<file path="src/rtl/bargraph_switch_decode_pkg.sv">
// Shared types and helpers for the slide-switch bar-graph path.
// The display side reuses the decode helpers so both agree on what a valid bar is.
package bargraph_pkg;

    typedef enum logic [1:0] {
        ST_IDLE   = 2'd0,
        ST_SETTLE = 2'd1,
        ST_COMMIT = 2'd2
    } deb_state_t;

    // 5 ms at 50 MHz
    localparam int DEBOUNCE_CYCLES_DEFAULT = 250000;
    localparam int CNT_W_DEFAULT           = 18;

    function automatic logic [3:0] popcount8(input logic [7:0] v);
        logic [3:0] c;
        c = 4'd0;
        for (int i = 0; i < 8; i++) begin
            c = c + {3'b000, v[i]};
        end
        return c;
    endfunction

    // A thermometer code 2^n-1 has no carry overlap with its own increment.
    function automatic logic is_thermo8(input logic [7:0] v);
        logic [8:0] p;
        p = {1'b0, v} + 9'd1;
        return ((p & {1'b0, v}) == 9'd0);
    endfunction

endpackage

</file>
<file path="src/rtl/bargraph_switch_decode_switch_sync.sv">
// Per-bit two-flop synchroniser for asynchronous level inputs.
module switch_sync #(
    parameter int W = 8
) (
    input  logic         clk,
    input  logic         rst_n,
    input  logic [W-1:0] d,
    output logic [W-1:0] q
);

    logic [W-1:0] meta_reg;
    logic [W-1:0] sync_reg;

    generate
        for (genvar gi = 0; gi < W; gi++) begin : g_bit
            always_ff @(posedge clk or negedge rst_n) begin
                if (!rst_n) begin
                    meta_reg[gi] <= 1'b0;
                    sync_reg[gi] <= 1'b0;
                end else begin
                    meta_reg[gi] <= d[gi];
                    sync_reg[gi] <= meta_reg[gi];
                end
            end
        end
    endgenerate

    assign q = sync_reg;

endmodule

</file>
<file path="src/rtl/bargraph_switch_decode.sv">
// Reads the slide switches as a bar-graph setting: synchronise, debounce,
// then decode to a level with a validity flag and a one-cycle change strobe.
module bargraph_switch_decode
    import bargraph_pkg::*;
#(
    parameter int DEBOUNCE_CYCLES = DEBOUNCE_CYCLES_DEFAULT,
    parameter int CNT_W           = CNT_W_DEFAULT
) (
    input  logic       CCLK,
    input  logic       RSTN,
    input  logic       SW0,
    input  logic       SW1,
    input  logic       SW2,
    input  logic       SW3,
    input  logic       SW4,
    input  logic       SW5,
    input  logic       SW6,
    input  logic       SW7,
    output logic [7:0] stable,
    output logic [3:0] level,
    output logic       thermo_ok,
    output logic       update
);

    localparam logic [CNT_W-1:0] CNT_LAST = CNT_W'(DEBOUNCE_CYCLES - 1);

    logic [7:0] sw_raw;
    logic [7:0] sync_vec;

    deb_state_t       state_reg, state_next;
    logic [7:0]       cand_reg, cand_next;
    logic [CNT_W-1:0] cnt_reg, cnt_next;
    logic [7:0]       stable_reg, stable_next;
    logic [3:0]       level_reg, level_next;
    logic             thermo_reg, thermo_next;
    logic             update_reg, update_next;

    assign sw_raw = {SW7, SW6, SW5, SW4, SW3, SW2, SW1, SW0};

    switch_sync #(
        .W (8)
    ) u_sync (
        .clk   (CCLK),
        .rst_n (RSTN),
        .d     (sw_raw),
        .q     (sync_vec)
    );

    always_ff @(posedge CCLK or negedge RSTN) begin
        if (!RSTN) begin
            state_reg  <= ST_IDLE;
            cand_reg   <= 8'h00;
            cnt_reg    <= '0;
            stable_reg <= 8'h00;
            level_reg  <= 4'd0;
            thermo_reg <= 1'b1;
            update_reg <= 1'b0;
        end else begin
            state_reg  <= state_next;
            cand_reg   <= cand_next;
            cnt_reg    <= cnt_next;
            stable_reg <= stable_next;
            level_reg  <= level_next;
            thermo_reg <= thermo_next;
            update_reg <= update_next;
        end
    end

    always_comb begin
        state_next  = state_reg;
        cand_next   = cand_reg;
        cnt_next    = cnt_reg;
        stable_next = stable_reg;
        level_next  = level_reg;
        thermo_next = thermo_reg;
        update_next = 1'b0;

        case (state_reg)
            ST_IDLE: begin
                if (sync_vec != stable_reg) begin
                    cand_next  = sync_vec;
                    cnt_next   = '0;
                    state_next = ST_SETTLE;
                end
            end
            ST_SETTLE: begin
                if (sync_vec != cand_reg) begin
                    // Any bit movement restarts the window; falling back to the
                    // committed value abandons it without a strobe.
                    cnt_next = '0;
                    if (sync_vec == stable_reg) begin
                        state_next = ST_IDLE;
                    end else begin
                        cand_next = sync_vec;
                    end
                end else if (cnt_reg == CNT_LAST) begin
                    state_next = ST_COMMIT;
                end else begin
                    cnt_next = cnt_reg + 1'b1;
                end
            end
            ST_COMMIT: begin
                // popcount equals n for a 2^n-1 pattern, so one decode serves both cases
                stable_next = cand_reg;
                level_next  = popcount8(cand_reg);
                thermo_next = is_thermo8(cand_reg);
                update_next = 1'b1;
                state_next  = ST_IDLE;
            end
            default: begin
                state_next = ST_IDLE;
            end
        endcase
    end

    assign stable    = stable_reg;
    assign level     = level_reg;
    assign thermo_ok = thermo_reg;
    assign update    = update_reg;

endmodule

</file>
<file path="config.mk">
export PLATFORM = sky130hd
export DESIGN_NAME = bargraph_switch_decode
export DESIGN_NICKNAME = d
export VERILOG_FILES = /design/src/rtl/bargraph_switch_decode_pkg.sv /design/src/rtl/bargraph_switch_decode_switch_sync.sv /design/src/rtl/bargraph_switch_decode.sv
export SDC_FILE = /design/constraint.sdc
export NUM_CORES = 1
export LEC_CHECK = 0
export BUFFER_PORTS_ARGS = -buffer_cell sky130_fd_sc_hd__buf_4
export CAP_MARGIN = 20
export CORE_AREA = 3 3 75 77
export DETAILED_ROUTE_END_ITERATION = 6
export DIE_AREA = 0 0 78 80
export PLACE_DENSITY = 0.73
export SYNTH_ARGS = -nofsm -noshare
export SYNTH_HDL_FRONTEND = slang
export SYNTH_SLANG_ARGS = --single-unit
</file>
<file path="constraint.sdc">
create_clock -name CCLK -period 3.2 [get_ports CCLK]
set_input_delay 0.16 -clock CCLK [delete_from_list [all_inputs] [get_ports CCLK]]
set_output_delay 0.16 -clock CCLK [all_outputs]
set_load 0.02 [all_outputs]
</file>
; Word-level counts from Yosys, hierarchy flattened
; Index checks and enable logic that the tools add are counted.
[classes]
add_sub_neg = 9
multipliers = 0
div_mod_pow = 0
n_lt_le_gt_ge = 0
eq_ne = 12
n_shift = 0
n_mux = 14
bitwise = 1
reduce_logical = 6
[ops]
columns = operator, count
row1 = $mux 18, 3
row2 = $pmux 18 s2, 1
row3 = $mux 8, 3
row4 = $add 18x1->18 const B, 1
row5 = $eq 18x18->1 const B, 1
row6 = $add 4x1->4, 4
row7 = $ne 8x8->1, 2
row8 = $pmux 8 s2, 1
row9 = $add 8x1->9 const B, 1
row10 = $and 9x8->9, 1
row11 = $logic_not 9->1, 1
row12 = $ne 3x3->1 const B, 3
row13 = $eq 8x8->1, 1
row14 = $mux 2, 4
row15 = $ne 2x2->1 const B, 3
row16 = $reduce_and 3->1, 2
row17 = $add 3x1->4, 1
row18 = $pmux 2 s2, 1
row19 = $reduce_and 4->1, 1
row20 = $add 2x1->3, 1
row21 = $add 1x1->2, 1
row22 = $eq 2x1->1 const B, 1
row23 = $eq 2x2->1 const B, 1
row24 = $logic_not 2->1, 1
row25 = other kinds (2), 2
[totals]
reg_bits = 58
latch_bits = 0
mem_bits_rw = 0
rom_bits = 0
input_bits = 10
out_inout_bits = 14
n_memories = 0

; Longest topological paths before layout
[depth]
word_depth = 7
depth_mapped = 10
mapped_depth_nobuf = 10

; Cells and area by module
; Synthesis repeated with hierarchy kept, for this count alone.
[hier_totals]
cells_unflattened = 270
hier_area_um2 = 2832.7
[modules_own_cells]
columns = module, instances, cells_per_inst, area_each_um2, seq_area_each_um2
row1 = bargraph_switch_decode, 1, 254, 2432.3, 1052.3
row2 = switch_sync, 1, 16, 400.4, 400.4

; Worst setup path after synthesis
; No wires, ideal clock.
[synth_path]
path_kind = reg2reg
start = register cand_reg[0]
end = register level_reg[2] (netlist: level[2])
setup_time_ns = 0.083
arrival_ns = 2.781
required_ns = 3.117
setup_slack_ns = 0.337
stages_incl_launch_ff = 11
n_path_buf = 0
cell_sequence = dfrtp_1 fa_1 inv_1 fa_1 fa_1 inv_1 ha_1 inv_1 fa_1 xor2_1 o21ai_0
[synth_between]
elab_chain_len = 7
[synth_lines]
columns = element, line_no
row1 = start: declaration, bargraph_switch_decode.sv:31  ; logic [7:0] cand_reg, cand_next;
row2 = start signal: assignment, bargraph_switch_decode.sv:60  ; cand_reg <= cand_next;
row3 = $add 1x1->2, bargraph_switch_decode_pkg.sv:19  ; c = c + {3'b000, v[i]};
row4 = $add 2x1->3, bargraph_switch_decode_pkg.sv:19
row5 = $add 3x1->4, bargraph_switch_decode_pkg.sv:19
row6 = $add 4x1->4 (4 in a row), bargraph_switch_decode_pkg.sv:19
row7 = end signal: assignment, bargraph_switch_decode.sv:63  ; level_reg <= level_next;
row8 = end: declaration, bargraph_switch_decode.sv:34  ; logic [3:0] level_reg, level_next;
; Every way passes these cells.
; A chain may end at the register's enable or synchronous reset.

; Worst setup path after layout
; Same ends and word-level chain as after synthesis.

==> results.sh <==
export IMPL_outcome="finished clean"
export IMPL_area_growth_pct=17.6
export IMPL_start_kind="flip-flop"
export IMPL_ys_flop_type="dfrtp_1"
export IMPL_core_rowCount=26
export IMPL_synth_area_per_cell_um2=10.8
export IMPL_cts_root_buf="clkbuf_8"
export IMPL_dp_hpwl_um=3730
export IMPL_rsz0062_at_grt="false"
export IMPL_regArea_mm2=0.00145
export IMPL_fillCellCount=415
export IMPL_syn_cell_area_mm2=0.00291
export IMPL_num_vias=2090
export IMPL_clock_sinks=58
export IMPL_pre_cts_slack_ps=181
export IMPL_clk_pin_slew_ps=70
export IMPL_cts_tree="yes"
export IMPL_wl_um=5490
export IMPL_core_mm2=0.00507
export IMPL_worst_slew_pin_slew_ps=812
export IMPL_drive_above_1_share=0.208
export IMPL_wl_per_cell_um=14.5
export IMPL_required_ps=3460
export IMPL_crit_fanout=6
export IMPL_grt_max_degree=59
export IMPL_overflow=0
export IMPL_slew_headroom=0.459
export IMPL_hold_violations=0
export IMPL_gp_congestion=0.861
export IMPL_critPathCaptureType="flip-flop"
export IMPL_hold_path_class="flip-flop to flip-flop"
export IMPL_yosysUniqueCellTypes=50
export IMPL_fmax_mhz=331
export IMPL_routed_via_density=5.53
export IMPL_grt_pass1_vias=2039
export IMPL_die_area_mm2=0.00624
export IMPL_slew_viol_final=0
export IMPL_fin_crit_sh=0.944
export IMPL_utilization=0.674
export IMPL_drtAntennaViolNets=0
export IMPL_synth_edff_count=0
export IMPL_path_class="flip-flop to flip-flop"
export IMPL_placed_cell_area_mm2=0.00311
export IMPL_die_h_um=80
export IMPL_clockBufferDepth=2
export IMPL_drt_iter0_drc=79
export IMPL_ys_seq_area_frac=0.500
export IMPL_clock_latency_ps=340
export IMPL_postSynthNetCount=288
export IMPL_route_detailed_drc=0
export IMPL_cts_buffers_inserted=9
export IMPL_post_cts_buffers=0
export IMPL_fin_worst_skew_ps=6.40
export IMPL_setup_tns_ps=0
export IMPL_multi_input_area_mm2=0.00131
export IMPL_firstDrtPassIters=4
export IMPL_grt_pass1_wl_um=9730
export IMPL_power_leakage_nw=1.48
export IMPL_cap_violations=0
export IMPL_die_x_um=78
export IMPL_globalRouteTotalUtil=0.201
export IMPL_antenna_cells=0
export IMPL_ys_ff_latch=58
export IMPL_finish_instance_area_mm2=0.00342
export IMPL_io_pins=24
export IMPL_start_util=0.573
export IMPL_final_net_count=323
export IMPL_portBuffers=23
export IMPL_worst_ep_arrival_time_ps=3280
export IMPL_cts_htree_levels=3
export IMPL_finalSetupViolations=0
export IMPL_largest_reg_flops=18
export IMPL_syn_inst=268
export IMPL_yosys_warnings=0
export IMPL_synth_async_reset_ratio=1.00
export IMPL_min_period_ps=3020
export IMPL_hold_slack_ps=344
export IMPL_p_per_area_mw_per_mm2=477
export IMPL_setup_ws_ps=178
export IMPL_antenna_found_initial=0
export IMPL_peakVddDrop_mv=0.316
## cell usage in the layout, fill, tap and decap left out, types with 2 or more instances in the layout
master	count
a21oi_1	2
a31oi_1	21
a31oi_2	3
a41oi_1	3
and3_1	4
buf_4	26
bufinv_16	2
clkbuf_8	10
clkinv_2	2
dfrtp_1	57
dlygate4sd3_1	9
fa_1	4
ha_1	6
inv_1	18
mux2_4	8
mux2i_1	2
nand2_1	39
nand3_1	9
nand4_1	4
nand4_2	2
nor2_1	8
nor3_1	4
nor4_1	2
nor4_2	2
nor4bb_1	2
o21ai_0	9
o21ai_1	5
or2b_1	4
or3_1	2
xnor2_1	16
## synthesized netlist by cell type (3+ instances only)
| cell | instances | area (um2) |
|---|---|---|
| buf_6 | 3 | 33.8 |
| buf_2 | 3 | 15.0 |
| inv_1 | 18 | 67.6 |
| a31oi_2 | 3 | 37.5 |
| nor3_1 | 4 | 20.0 |
| mux2_4 | 8 | 120 |
| a31oi_1 | 21 | 131 |
| or2b_1 | 4 | 30.0 |
| fa_1 | 4 | 80.1 |
| nor2_1 | 8 | 30.0 |
| nand2_1 | 39 | 146 |
| ha_1 | 6 | 75.1 |
| nand4_1 | 4 | 25.0 |
| o21ai_0 | 9 | 45.0 |
| o21ai_1 | 5 | 25.0 |
| xnor2_1 | 16 | 140 |
| nand3_1 | 9 | 45.0 |
| a41oi_1 | 3 | 26.3 |
| clkbuf_1 | 4 | 15.0 |
| dfrtp_1 | 57 | 1430 |
| and3_1 | 4 | 25.0 |
## worst paths after layout
| path | startpoint | to | slack, ps | cells after the start |
|---|---|---|---|---|
| worst max register to register | cand_reg[0]$_DFFE_PN0P_ | level[2]$_DFFE_PN0P_ | 180 | 10 |
| min in group asynchronous | RSTN | update$_DFF_PN0_ | 420 | 2 |
| worst min-delay path | u_sync.meta_reg[3]$_DFF_PN0_ | u_sync.q[3]$_DFF_PN0_ | 340 | 0 |
| worst min register to register | u_sync.meta_reg[3]$_DFF_PN0_ | u_sync.q[3]$_DFF_PN0_ | 340 | 0 |
| max in group asynchronous | RSTN | u_sync.q[7]$_DFF_PN0_ | 2310 | 2 |
| worst max-delay path | cand_reg[0]$_DFFE_PN0P_ | level[2]$_DFFE_PN0P_ | 180 | 10 |
## what timing repair did
item | in CTS | in global routing
resized for setup | 0 | 0
hold buffers | 9 | 0
setup endpoints to repair | 0 | 0
hold endpoints to repair | 65 | 0
## cell type report
type / instances / share of cell area
Inverter: 18 / 0.0198
Tap cell: 70 / 0.0256
Clock inverter: 5 / 0.0227
Sequential cell: 58 / 0.425
Timing Repair Buffer: 35 / 0.0834
Multi-Input combinational cell: 181 / 0.383
Clock buffer: 11 / 0.0413
## routing by layer
metal,vias up,routed length (um),global-route usage
met4,0,113,0.115
met1,1015,2500,0.263
li1,1017,-,-
met5,-,0,0
met2,46,2670,0.316
met3,12,204,0.0372
## worst max-delay path, stage by stage, from the launching register on
cell,delay [ps]
dfrtp_1,460
fa_1,560
inv_1,50
fa_1,500
fa_1,420
inv_1,70
ha_1,160
inv_1,50
fa_1,380
xor2_1,170
o21ai_0,130
## power breakdown
group,internal (mW),switching [mW]
Clock,0.457,0.287
Combinational,0.0607,0.0611
Sequential,0.749,0.0171
## metrics by stage
step                power [mW]  instances
finish                    1.63        378
global route              1.70        378
CTS                       1.65        378
detailed placement       0.895        353
global placement         0.888        353
floorplan                0.852        268
## kinds of logic after synthesis
logic type               Yosys count  synth area share
XOR/XNOR                          17            0.0512
AND/OR/NAND/NOR                   91             0.173
multiplexers                      10            0.0482
flip-flops                        58             0.500
adder cells (fa/ha/maj)           10            0.0534
AO/OA/AOI/OAI                     53             0.125
buffers and inverters             29            0.0503
No activity file was read; power rests on OpenSTA's default activity.
